===== config.mk =====
export PLATFORM = sky130hd
export DESIGN_NAME = display_scan_ctrl_flat
export DESIGN_NICKNAME = d
export VERILOG_FILES = /design/src/rtl/display_scan_ctrl_if.sv /design/src/rtl/display_scan_ctrl.sv /design/src/flat_wrapper.sv
export SDC_FILE = /design/constraint.sdc
export NUM_CORES = 1
export LEC_CHECK = 0
export BUFFER_PORTS_ARGS = -buffer_cell sky130_fd_sc_hd__buf_4
export CAP_MARGIN = 20
export CELL_PAD_IN_SITES_DETAIL_PLACEMENT = 1
export CELL_PAD_IN_SITES_GLOBAL_PLACEMENT = 2
export CORE_UTILIZATION = 37
export CTS_BUF_LIST = sky130_fd_sc_hd__clkbuf_4
export DETAILED_ROUTE_END_ITERATION = 8
export PLACE_DENSITY = 0.94
export SYNTH_ARGS = -nofsm -noshare
export SYNTH_HDL_FRONTEND = slang
export SYNTH_SLANG_ARGS = --single-unit

===== constraint.sdc =====
create_clock -name clock -period 2.3 [get_ports clock]
set_clock_uncertainty 0.2 [all_clocks]
set_input_delay 0 -clock clock [delete_from_list [all_inputs] [get_ports clock]]
set_output_delay 0 -clock clock [all_outputs]
set_load 0.005 [all_outputs]

===== src/rtl/display_scan_ctrl_if.sv =====
// Scan controller bus: the enable/readback bus to the digit registers plus
// the display drive outputs. The master side (driver/bench) owns scan_en and
// bus_in; the slave side (the controller) owns everything else.
interface display_scan_ctrl_if #(
   parameter int DIGITS = 4
);
   localparam int IDX_W = (DIGITS > 1) ? $clog2(DIGITS) : 1;

   logic              scan_en;
   logic [4:0]        bus_in;
   logic [DIGITS-1:0] oe_out;
   logic [DIGITS-1:0] anode_n;
   logic [6:0]        seg_n;
   logic [IDX_W-1:0]  digit_idx;
   logic              frame_tick;

   modport master (
      output scan_en, bus_in,
      input  oe_out, anode_n, seg_n, digit_idx, frame_tick
   );

   modport slave (
      input  scan_en, bus_in,
      output oe_out, anode_n, seg_n, digit_idx, frame_tick
   );
endinterface


===== src/rtl/display_scan_ctrl.sv =====
// Multiplexed 7-segment scan controller. Each digit slot starts with a blank
// interval (register output-enabled, anodes off) during which the register
// code is read from the wired-OR bus, then the digit is shown from the
// captured code for the rest of the slot. All drive outputs are registered.
module display_scan_ctrl #(
   parameter int DIGITS       = 4,
   parameter int SLOT_CYCLES  = 50000,
   parameter int BLANK_CYCLES = 16
) (
   input logic               clock,
   input logic               reset,
   display_scan_ctrl_if.slave bus
);
   localparam int IDX_W = (DIGITS > 1) ? $clog2(DIGITS) : 1;
   localparam int CNT_W = (SLOT_CYCLES > 1) ? $clog2(SLOT_CYCLES) : 1;

   typedef enum logic [1:0] {IDLE, BLANK, SHOW} state_t;

   state_t            state;
   logic [CNT_W-1:0]  cnt;
   logic [IDX_W-1:0]  idx;
   logic [4:0]        code;
   logic [DIGITS-1:0] oe_reg;
   logic [DIGITS-1:0] anode_reg;
   logic [6:0]        seg_reg;
   logic              tick_reg;
   logic [IDX_W-1:0]  idx_next;

   // Glyph decode: hex 0-F, 0x10 minus sign, everything else blank.
   function automatic logic [6:0] decode(input logic [4:0] c);
      logic [6:0] s;
      case (c)
         5'h00: s = 7'h40;
         5'h01: s = 7'h79;
         5'h02: s = 7'h24;
         5'h03: s = 7'h30;
         5'h04: s = 7'h19;
         5'h05: s = 7'h12;
         5'h06: s = 7'h02;
         5'h07: s = 7'h78;
         5'h08: s = 7'h00;
         5'h09: s = 7'h10;
         5'h0A: s = 7'h08;
         5'h0B: s = 7'h03;
         5'h0C: s = 7'h46;
         5'h0D: s = 7'h21;
         5'h0E: s = 7'h06;
         5'h0F: s = 7'h0E;
         5'h10: s = 7'h3F;
         default: s = 7'h7F;
      endcase
      return s;
   endfunction

   function automatic logic [DIGITS-1:0] onehot(input logic [IDX_W-1:0] i);
      logic [DIGITS-1:0] v;
      v    = '0;
      v[i] = 1'b1;
      return v;
   endfunction

   // Digit index after the current slot, wrapping at the last digit.
   always_comb begin
      idx_next = idx + 1'b1;
      if (idx == IDX_W'(DIGITS - 1)) idx_next = '0;
   end

   // Scan FSM with registered drive outputs; reset and scan_en low both force IDLE.
   always_ff @(posedge clock) begin
      if (reset || !bus.scan_en) begin
         state     <= IDLE;
         cnt       <= '0;
         idx       <= '0;
         tick_reg  <= 1'b0;
         oe_reg    <= '0;
         anode_reg <= '1;
         seg_reg   <= 7'h7F;
         if (reset) code <= 5'h11;
      end else begin
         case (state)
            IDLE: begin
               state     <= BLANK;
               cnt       <= '0;
               idx       <= '0;
               tick_reg  <= 1'b0;
               oe_reg    <= onehot('0);
               anode_reg <= '1;
               seg_reg   <= 7'h7F;
            end
            BLANK: begin
               tick_reg <= 1'b0;
               cnt      <= cnt + 1'b1;
               if (cnt == CNT_W'(BLANK_CYCLES - 1)) begin
                  // The register has had the whole blank interval to settle the bus.
                  code      <= ~bus.bus_in;
                  state     <= SHOW;
                  anode_reg <= ~onehot(idx);
                  seg_reg   <= decode(~bus.bus_in);
               end
            end
            SHOW: begin
               if (cnt == CNT_W'(SLOT_CYCLES - 1)) begin
                  cnt       <= '0;
                  idx       <= idx_next;
                  state     <= BLANK;
                  oe_reg    <= onehot(idx_next);
                  anode_reg <= '1;
                  seg_reg   <= 7'h7F;
                  tick_reg  <= (idx == IDX_W'(DIGITS - 1));
               end else begin
                  cnt      <= cnt + 1'b1;
                  tick_reg <= 1'b0;
               end
            end
            default: begin
               state     <= IDLE;
               cnt       <= '0;
               idx       <= '0;
               tick_reg  <= 1'b0;
               oe_reg    <= '0;
               anode_reg <= '1;
               seg_reg   <= 7'h7F;
            end
         endcase
      end
   end

   assign bus.oe_out     = oe_reg;
   assign bus.anode_n    = anode_reg;
   assign bus.seg_n      = seg_reg;
   assign bus.digit_idx  = idx;
   assign bus.frame_tick = tick_reg;

endmodule


===== src/flat_wrapper.sv =====
// flat-port wrapper written by rule: the top's interface ports become plain ports
module display_scan_ctrl_flat 
#(
   parameter int DIGITS       = 4,
   parameter int SLOT_CYCLES  = 50000,
   parameter int BLANK_CYCLES = 16
)
  (clock, reset, bus_scan_en, bus_bus_in, bus_oe_out, bus_anode_n, bus_seg_n, bus_digit_idx, bus_frame_tick);
  display_scan_ctrl_if #(.DIGITS(DIGITS)) bus_i ();
  input logic clock;
  input logic reset;
  input wire logic [$bits(bus_i.scan_en)-1:0] bus_scan_en;
  input wire logic [$bits(bus_i.bus_in)-1:0] bus_bus_in;
  output wire logic [$bits(bus_i.oe_out)-1:0] bus_oe_out;
  output wire logic [$bits(bus_i.anode_n)-1:0] bus_anode_n;
  output wire logic [$bits(bus_i.seg_n)-1:0] bus_seg_n;
  output wire logic [$bits(bus_i.digit_idx)-1:0] bus_digit_idx;
  output wire logic [$bits(bus_i.frame_tick)-1:0] bus_frame_tick;
  assign bus_i.scan_en = bus_scan_en;
  assign bus_i.bus_in = bus_bus_in;
  assign bus_oe_out = bus_i.oe_out;
  assign bus_anode_n = bus_i.anode_n;
  assign bus_seg_n = bus_i.seg_n;
  assign bus_digit_idx = bus_i.digit_idx;
  assign bus_frame_tick = bus_i.frame_tick;
  display_scan_ctrl #(.DIGITS(DIGITS), .SLOT_CYCLES(SLOT_CYCLES), .BLANK_CYCLES(BLANK_CYCLES)) u_core (.clock(clock), .reset(reset), .bus(bus_i));
endmodule

==> impl_metrics.tcl, run 1 <==
set metrics [dict create \
    status "complete, no violations" \
    arrival_ns 2.21 \
    post-route-util 0.465 \
    dp_slack_ns 0.261 \
    cts_htree_levels 2 \
    drv_cap 0 \
    synthesis.area_mm2 0.00201 \
    clkPwrFrac 0.292 \
    synth_seq_cells 36 \
    switchingPower_uw 273 \
    fin_tns_setup_ns 0 \
    power_leakage_nw 0.864 \
    internal_power_uw 788 \
    seqPwrFrac 0.593 \
    hold_violations 0 \
    antenna_left 0 \
    r2r-start "u_core.state[0]$_SDFFE_PP0P_" \
    nets 284 \
    die_area_mm2 0.00574 \
    setup_viol 0 \
    critPathCaptureType "flop" \
    grt_usage 0.167 \
    antenna_found_initial 0 \
    grt_max_degree 19 \
    worstPathCellList "dlygate4sd3_1 -> buf_4 -> nor2b_1 -> buf_4 -> nand3_1 -> a221oi_1 -> dlygate4sd3_1 -> mux2i_1" \
    vias_per_cell 5.32 \
    cts_tree "done" \
    grt-ovfl-total 0 \
    final.min_clock_period_ns 2.17 \
    worstPathRequired_ns 2.34 \
    place.gp.congestion 0.783 \
    avgSynthCellArea_um2 8.99 \
    synth_nets 249 \
    vias 1749 \
    yosysSeqAreaShare 0.358 \
    crit_buf_inv 4 \
    synth-async-reset-ratio 0 \
    r2r_cells 5 \
    critical_path.top_delay_family "buffers and inverters" \
    drt_drc_violations_left 0 \
    design.core.area_mm2 0.00517 \
    worstSetupPathType "in -> reg" \
    fmax_ghz 0.460 \
    hpwl_um 3290 \
    worstMarginPinSlew_ns 0.568 \
    cp_max_fo 17 \
    worst_slack_ns 0.127 \
    fp.dieH_um 75.8 \
    cts.repair.resized 0 \
    drv_slew 0 \
    clkTransAtPathRegs_ns 0.12 \
    wirelength_um 4710 \
    port_buffers 25 \
    switching_share 0.258 \
    yosys-top-cells-area "dfxtp_1 (36%), ha_1 (11%), nor3_1 (5.5%), mux2i_1 (4.0%), xnor2_1 (3.9%)" \
    peakVddDrop_v 0.000177 \
    r2r_setup_slack_ns 0.16 \
    dr.pass1.iters 4 \
    rsz0062_at_grt "false" \
    fin_area_mm2 0.00241 \
    yosysMostFrequentCell "dfxtp_1" \
    drive_gt1_frac 0.178 \
    clock_sinks 36 \
    drt-initial-drc-count 66 \
    area_growth_pct 19.4 \
    root_buffer "clkbuf_4" \
    first_global_vias 1616 \
    worst_hold_path_type "in -> reg" \
    synth_common_cells "dfxtp_1 (36), nor3_1 (22), ha_1 (17), nor2_1 (17), inv_1 (10)" \
    synth_area_leader_cell "dfxtp_1" \
    slew_headroom 0.621 \
    numCtsBuffers 5 \
    hold-worst-slack_ns 0.0901 \
    num_rows 26 \
    wire_per_inst_um 14.3 \
    synth-edff-count 0 \
    power_density_mw_per_mm2 441 \
    worstSkewPairLatency_ns 0.35 \
    diodes 0 \
    netlist.area_leader.share 0.358 \
    grt_pass1_wl_um 7270 \
    combPwrFrac 0.114 \
    ios 26 \
    endpoint "u_core.bus.seg_n[4]$_SDFFE_PP1P_" \
    start_util 0.389 \
    fin_crit_sh 0.945 \
    place_area_mm2 0.00227 \
    die_w_um 75.8 \
    max_stage_delay_ns 0.61 \
    reg2reg_to "u_core.bus.seg_n[4]$_SDFFE_PP1P_" \
    path_depth 8 \
    synth_ff_type "dfxtp_1" \
    syn_inst 224 \
    clockBufferDepth 2 \
    start_kind "input port" \
    cp-startpoint "reset" \
    ys_types 50 \
    yosys_warnings 0 \
    cp_slowest_cell "dlygate4sd3_1" \
]
[cells in the final DEF (no fill, tap or decap), types with 4 or more instances in the layout]
cell and instances:
o21ai_0 4, nand3_1 9, nor4_1 6, nand2_1 7
inv_1 10, clkinv_1 4, clkbuf_4 5, a32o_1 5
or3_1 4, and2_1 4, buf_4 31, ha_1 17
dlygate4sd3_1 9, nor3_1 22, nor2_1 17, dfxtp_1 36
mux2i_1 8, a21oi_1 4, xnor2_1 9
[per-stage QoR]
stage | instances | power [mW]
after CTS | 329 | 1.07
after floorplan | 224 | 0.715
final | 329 | 1.06
after global placement | 313 | 0.751
after detailed placement | 313 | 0.753
after global routing | 329 | 1.11
[repair_timing]
action | CTS | global route
setup buffers | 0 | 0
hold buffers | 9 | 0
hold endpoints to repair | 10 | 0
[state kept, by name (all words and copies together) (netlist names)]
register / flops
u_core.cnt: 16
u_core.bus.seg_n: 7
u_core.bus.anode_n: 4
u_core.bus.oe_out: 4
u_core.bus.digit_idx: 2
u_core.state: 2
u_core.bus.frame_tick: 1
[cell type report]
class	count	area, µm²
Fill cell	606	2770
Multi-Input combinational cell	162	1180
Sequential cell	36	721
Timing Repair Buffer	40	323
Tap cell	70	87.6
Inverter	14	52.6
Clock buffer	5	37.5
Clock inverter	2	7.51
[worst register-to-register path, stage by stage, from the launching register on]
cell and delay (ns):
dfxtp_1 0.40, ha_1 0.25, nand3_1 0.23, a221oi_1 0.27, dlygate4sd3_1 0.61, mux2i_1 0.09
[power by group through the flow]
stage / combinational, mW / clock (mW) / sequential [mW]
final: 0.122 / 0.310 / 0.630
after global routing: 0.133 / 0.348 / 0.631
after CTS: 0.121 / 0.321 / 0.630
after detailed placement: 0.109 / 0 / 0.644
after global placement: 0.107 / 0 / 0.644
after floorplan: 0.0707 / 0 / 0.644
[worst min-delay path by stage]
stage,from,endpoint,slack (ns),depth (start not counted)
after floorplan,bus_bus_in[4],u_core.bus.seg_n[6]$_SDFFE_PP1P_,0.04,2
after global placement,bus_bus_in[4],u_core.bus.seg_n[6]$_SDFFE_PP1P_,0.17,3
after detailed placement,bus_bus_in[4],u_core.bus.seg_n[6]$_SDFFE_PP1P_,0.18,3
after CTS,bus_bus_in[1],u_core.bus.seg_n[1]$_SDFFE_PP1P_,0.07,5
after global routing,bus_bus_in[1],u_core.bus.seg_n[1]$_SDFFE_PP1P_,0.12,5
final,bus_bus_in[1],u_core.bus.seg_n[1]$_SDFFE_PP1P_,0.09,5
[cell families (layout without fill, tap and decap cells)]
logic type      Yosys count  after routing  synth area share
compound gates           34             34             0.129
xor+xnor                 11             11            0.0478
fa+ha+maj                17             17             0.106
buf+inv                  26             61            0.0578
flops                    36             36             0.358
mux                       9              9            0.0509
simple gates             91             91             0.251
[metal layers]
metal / track usage / wire length [µm]
met1: 0.211 / 2290
met2: 0.282 / 2260
met3: 0.0317 / 89
met4: 0.0617 / 71
met5: 0 / 0
(Power assumes the default switching activity.)
==> inputs of run 2 (changes only) <==
--- a/config.mk
+++ b/config.mk
@@ -5,11 +5,13 @@
 export SDC_FILE = /design/constraint.sdc
 export NUM_CORES = 1
 export LEC_CHECK = 0
+export ABC_AREA = 1
 export BUFFER_PORTS_ARGS = -buffer_cell sky130_fd_sc_hd__buf_4
 export CAP_MARGIN = 20
 export CELL_PAD_IN_SITES_DETAIL_PLACEMENT = 1
 export CELL_PAD_IN_SITES_GLOBAL_PLACEMENT = 2
-export CORE_UTILIZATION = 37
+export CORE_MARGIN = 2
+export CORE_UTILIZATION = 34
 export CTS_BUF_LIST = sky130_fd_sc_hd__clkbuf_4
 export DETAILED_ROUTE_END_ITERATION = 8
 export PLACE_DENSITY = 0.94
==> impl_metrics.tcl, run 2 <==
set metrics [dict create \
    grt_max_degree 17 \
    antenna_left 0 \
    synth-async-reset-ratio 0 \
    synthMuxAreaShare 0 \
    clockBufferDepth 2 \
    peakVddDrop_v 0.000211 \
    root_buffer "clkbuf_4" \
    synth_seq_cells 36 \
    layout_common_cells "nand2_1 (72), nand3_1 (40), dfxtp_1 (36)" \
    synthXorXnorAreaFrac 0.0286 \
    largest_register "u_core.cnt" \
    fp.dieH_um 83.4 \
    diodes 0 \
    min_path_cells 7 \
    fin_tns_setup_ns 0 \
    synth_top_family_by_area "simple AND/OR/NAND/NOR gates" \
    crit_buf_inv 4 \
    hold_path_startpoint "bus_bus_in[1]" \
    cp_slowest_cell "dlygate4sd3_1" \
    clkTransAtPathRegs_ns 0.10 \
    num_rows 28 \
    syn_inst 302 \
    netlist.area_leader.share 0.336 \
    avgSynthCellArea_um2 7.09 \
    yosysMostFrequentCell "nand2_1" \
    hold_violations 0 \
    hold-worst-slack_ns 0.0887 \
    setup_viol 0 \
    worstSkewPairLatency_ns 0.33 \
    vias_per_cell 4.84 \
    cts_setup_buffers 0 \
    synth_area_leader_cell "dfxtp_1" \
    synth_adder_area_share 0.0993 \
    yosysSeqAreaShare 0.336 \
    nets 361 \
    drv_slew 0 \
    vias 1980 \
    grt_usage 0.154 \
    port_buffers 25 \
    r2r-start "u_core.state[1]$_SDFFE_PP0P_" \
    layout_commonest_cell "nand2_1" \
    wire_per_inst_um 11.9 \
    r2r_cells 7 \
    drive_gt1_frac 0.171 \
    first_global_vias 2104 \
    synth_nets 327 \
    worstSetupPathType "in -> reg" \
    rsz0062_at_grt "false" \
    ios 26 \
    synth_common_cells "nand2_1 (72), nand3_1 (40), dfxtp_1 (36)" \
    max_stage_delay_ns 0.56 \
    power_density_mw_per_mm2 429 \
    grt_pass1_wl_um 9050 \
    synthesis.area_mm2 0.00214 \
    dp_slack_ns 0.491 \
    numCtsBuffers 5 \
    critPathCaptureType "flop" \
    wirelength_um 4880 \
    arrival_ns 2.18 \
    drt_drc_violations_left 0 \
    antenna_found_initial 0 \
    ys_types 28 \
    synth_ff_type "dfxtp_1" \
    worstMarginPinSlew_ns 0.380 \
    fmax_ghz 0.463 \
    status "complete, no violations" \
    start_kind "input port" \
    worstPathRequired_ns 2.32 \
    grt-ovfl-total 0 \
    r2r_setup_slack_ns 0.20 \
    reg2reg_to "u_core.bus.seg_n[4]$_SDFFE_PP1P_" \
    place_area_mm2 0.00237 \
    worstPathCellList "dlygate4sd3_1 -> buf_6 -> nand2_1 -> o21ai_1 -> nand2_1 -> dlygate4sd3_1 -> nand4_1 -> dlygate4sd3_1 -> nand2_1 -> nand3_1" \
    slew_headroom 0.747 \
    drv_cap 0 \
    critical_path.top_delay_family "buffers and inverters" \
    drt-initial-drc-count 71 \
    die_w_um 83.4 \
    hpwl_um 3780 \
    area_growth_pct 16.4 \
    clock_sinks 36 \
    dr.pass1.iters 4 \
    largest_reg_flops 16 \
    fin_crit_sh 0.939 \
    yosys-top-cells-area "dfxtp_1 (34%), nand2_1 (13%), ha_1 (9.9%), nand3_1 (9.3%), inv_1 (5.8%)" \
    cts_tree "done" \
    die_area_mm2 0.00695 \
    design.core.area_mm2 0.00599 \
    worst_hold_path_type "in -> reg" \
    hold_path_end "u_core.bus.seg_n[6]$_SDFFE_PP1P_" \
    num-fill-cells 787 \
    final.min_clock_period_ns 2.16 \
    cp_max_fo 10 \
    synth_compound_area_frac 0.0689 \
    yosys_warnings 0 \
    start_util 0.358 \
    synth-edff-count 0 \
    place.gp.congestion 0.815 \
    fin_area_mm2 0.00249 \
    power_leakage_nw 1.09 \
    synth-simple-area-share 0.372 \
    worst_slack_ns 0.141 \
    cts_htree_levels 2 \
]
==> run 2: report_power, final <==
group          internal (mW)  leakage [nW]  switching (mW)
clock network          0.102        0.0230           0.191
registers              0.632         0.291         0.00618
logic                 0.0596         0.775          0.0790
==> run 2: worst max-delay path by stage <==
stage                                         from                          endpoint  slack (ns)  cells after the start
after CTS                            bus_bus_in[2]  u_core.bus.seg_n[4]$_SDFFE_PP1P_        0.14                     10
after global placement    u_core.cnt[0]$_SDFF_PP0_         u_core.cnt[10]$_SDFF_PP0_        0.52                      8
after floorplan           u_core.cnt[0]$_SDFF_PP0_  u_core.bus.seg_n[3]$_SDFFE_PP1P_        0.66                      9
final                                bus_bus_in[2]  u_core.bus.seg_n[4]$_SDFFE_PP1P_        0.14                     10
after detailed placement  u_core.cnt[0]$_SDFF_PP0_         u_core.cnt[15]$_SDFF_PP0_        0.49                      8
after global routing                 bus_bus_in[2]  u_core.bus.seg_n[4]$_SDFFE_PP1P_        0.02                     10
==> run 2: logic make-up (layout without fill, tap and decap cells) <==
logic type,Yosys count,in the layout
AOI/OAI and AO/OA,28,28
xor gates and xnor gates,7,7
adders and majority gates,17,17
buffers and inverters,44,76
DFF,36,36
and+or+nand+nor,170,170
==> run 2: per-stage QoR <==
step | power (mW) | util | std cells
global route | 1.14 | 0.416 | 409
detailed placement | 0.782 | 0.396 | 396
global placement | 0.779 | 0.396 | 396
floorplan | 0.737 | - | 302
finish | 1.07 | 0.416 | 409
CTS | 1.09 | 0.415 | 409
==> run 2: timing repair <==
action | in CTS | in global routing
setup endpoints to repair | 0 | 1
resized for setup | 0 | 2
endpoints found under the hold margin | 20 | 0
hold buffers | 8 | 0
==> run 2: metal layers <==
metal,global-route usage,wire (µm)
met2,0.271,2340
met3,0.0268,122
met1,0.191,2370
met5,0,0
met4,0.0492,49
==> run 2: tightest hold or removal path, stage by stage <==
cell and delay [ns]:
buf_4 0.10, inv_1 0.09, o21ai_0 0.16, o21ai_0 0.08, nand2_1 0.05, nand2_1 0.05, nand3_1 0.05
==> run 2: cell type report <==
class                   instances  area, µm²  area share
multi-input cells             222       1220       0.489
flip-flops and latches         36        721       0.289
repair buffers                 35        287       0.115
inverters                      36        135      0.0542
well taps                      75       93.8      0.0377
clock buffers                   5       37.5      0.0151
==> inputs of run 3 (changes only) <==
--- a/config.mk
+++ b/config.mk
@@ -6,15 +6,15 @@
 export NUM_CORES = 1
 export LEC_CHECK = 0
 export ABC_AREA = 1
-export BUFFER_PORTS_ARGS = -buffer_cell sky130_fd_sc_hd__buf_4
 export CAP_MARGIN = 20
 export CELL_PAD_IN_SITES_DETAIL_PLACEMENT = 1
 export CELL_PAD_IN_SITES_GLOBAL_PLACEMENT = 2
 export CORE_MARGIN = 2
-export CORE_UTILIZATION = 34
+export CORE_UTILIZATION = 33
 export CTS_BUF_LIST = sky130_fd_sc_hd__clkbuf_4
 export DETAILED_ROUTE_END_ITERATION = 8
-export PLACE_DENSITY = 0.94
+export DONT_BUFFER_PORTS = 1
+export PLACE_DENSITY = 0.89
 export SYNTH_ARGS = -nofsm -noshare
 export SYNTH_HDL_FRONTEND = slang
 export SYNTH_SLANG_ARGS = --single-unit
==> constraint.sdc (replaced) <==
create_clock -name clock -period 1.9 [get_ports clock]
set_clock_uncertainty 0.2 [all_clocks]
set_input_delay 0 -clock clock [delete_from_list [all_inputs] [get_ports clock]]
set_output_delay 0 -clock clock [all_outputs]
set_load 0.005 [all_outputs]
==> impl_metrics.tcl, run 3 (synthesized netlist as in run 2, its figures left out) <==
set metrics [dict create \
    diodes 0 \
    num-fill-cells 831 \
    cp_max_fo 5 \
    antenna_found_initial 0 \
    final.min_clock_period_ns 1.81 \
    vias 1952 \
    grt_pass1_wl_um 9650 \
    grt-ovfl-total 0 \
    vias_per_cell 4.86 \
    peakVddDrop_v 0.000266 \
    num_rows 29 \
    fmax_ghz 0.552 \
    power_leakage_nw 1.06 \
    drv_slew 0 \
    cp_slowest_cell "dlygate4sd3_1" \
    grt_max_degree 17 \
    power_density_mw_per_mm2 533 \
    cts_tree "done" \
    worstPathRequired_ns 1.94 \
    clockBufferDepth 2 \
    fin_tns_setup_ns 0 \
    nets 349 \
    hpwl_um 3790 \
    drive_gt1_frac 0.135 \
    r2r_setup_slack_ns 0.14 \
    drv_cap 0 \
    post-route-util 0.394 \
    layout_commonest_cell "nand2_1" \
    drt_drc_violations_left 0 \
    place.gp.congestion 0.773 \
    fin_crit_sh 0.953 \
    max_stage_delay_ns 0.58 \
    cts_setup_buffers 0 \
    layout_common_cells "nand2_1 (72), nand3_1 (40), dfxtp_1 (35)" \
    die_area_mm2 0.00715 \
    worstSetupPathType "in -> reg" \
    place_area_mm2 0.00222 \
    largest_register "u_core.cnt" \
    dr.pass1.iters 4 \
    fp.dieH_um 84.6 \
    first_global_vias 2065 \
    critPathCaptureType "flop" \
    arrival_ns 1.85 \
    worst_hold_path_type "in -> reg" \
    start_kind "input port" \
    area_growth_pct 16.0 \
    drt-initial-drc-count 55 \
    setup_viol 0 \
    clkTransAtPathRegs_ns 0.11 \
    antenna_left 0 \
    largest_reg_flops 16 \
    wire_per_inst_um 13.2 \
    hold_violations 0 \
    ios 26 \
    cts_htree_levels 2 \
    die_w_um 84.6 \
    grt_usage 0.164 \
    numCtsBuffers 5 \
    design.core.area_mm2 0.00631 \
    wirelength_um 5310 \
    status "complete, no violations" \
    slew_headroom 0.724 \
    worstMarginPinSlew_ns 0.412 \
    root_buffer "clkbuf_4" \
    rsz0062_at_grt "false" \
    fin_area_mm2 0.00248 \
    start_util 0.339 \
    port_buffers 0 \
    worstSkewPairLatency_ns 0.34 \
    path_common_cell "nand2_1" \
    clock_sinks 36 \
    worstPathCellList "inv_1 -> ha_2 -> nand2_1 -> dlygate4sd3_1 -> nand2_1 -> a21oi_2 -> dlygate4sd3_1 -> nand2_1 -> nand2_1 -> nand3_1" \
]
==> run 3: cell types whose count changed in the layout (fill, tap and decap cells not counted), moves of 2 or more <==
| cell | before | now |
|---|---|---|
| buf_4 | 26 | 6 |
| dlygate4sd3_1 | 8 | 14 |
| dlymetal6s4s_1 | 0 | 3 |
| ha_1 | 17 | 14 |
| ha_2 | 0 | 3 |
| clkinv_2 | 0 | 2 |
| nand2_4 | 5 | 3 |
| nand2_8 | 0 | 2 |
==> run 3: power by group <==
part	leakage (nW)	switching (mW)	total (mW)	internal (mW)
registers	0.292	0.00958	0.775	0.766
clock network	0.0324	0.252	0.388	0.136
logic	0.737	0.0952	0.162	0.0668
total	1.06	0.357	1.33	0.968
==> run 3: final timing paths <==
path                            startpoint  depth (start not counted)                          endpoint
hold / removal               bus_bus_in[1]                          6  u_core.bus.seg_n[2]$_SDFFE_PP1P_
setup / recovery             bus_bus_in[1]                         10  u_core.bus.seg_n[0]$_SDFFE_PP1P_
hold reg to reg   u_core.cnt[0]$_SDFF_PP0_                          1          u_core.cnt[0]$_SDFF_PP0_
setup reg to reg  u_core.cnt[0]$_SDFF_PP0_                          8          u_core.cnt[9]$_SDFF_PP0_
==> run 3: layout make-up <==
type	instances	area, µm²	area share
multi-input cells	222	1250	0.505
flip-flops and latches	36	722	0.291
repair buffers	23	223	0.0896
inverters	36	138	0.0554
well taps	77	96.3	0.0388
clock buffers	5	37.5	0.0151
clock inverters	3	13.8	0.00554
==> run 3: worst max-delay path: cells and delay by family <==
family	cells	cell delay (ns)
fa+ha+maj	1	0.20
compound gates	1	0.13
buf+inv	3	1.20
simple gates	5	0.31
==> run 3: metal layers <==
metal | global-route usage | up-vias | share of wire
met5 | 0 | - | 0
met4 | 0.0476 | 0 | 0.0068
met3 | 0.0315 | 2 | 0.028
met2 | 0.288 | 23 | 0.51
met1 | 0.203 | 923 | 0.45
li1 | - | 1004 | -
==> run 3: timing repair <==
| item | in CTS | in global routing |
|---|---|---|
| pin swaps | 0 | 0 |
| gates resized for setup | 1 | 12 |
| hold buffers | 18 | 0 |
| setup endpoints to repair | 2 | 29 |
| endpoints found under the hold margin | 20 | 0 |
==> run 3: metrics by stage <==
step | hold WS (ns) | setup slack, ns | total power, mW | instances
global route | 0.0457 | 0.0140 | 1.40 | 402
CTS | 0.0274 | 0.00448 | 1.35 | 403
floorplan | -0.0779 | 0.255 | 0.893 | 302
detailed placement | 0.0196 | 0.0342 | 0.912 | 377
global placement | 0.0176 | 0.111 | 0.910 | 377
finish | 0.0205 | 0.0884 | 1.33 | 402
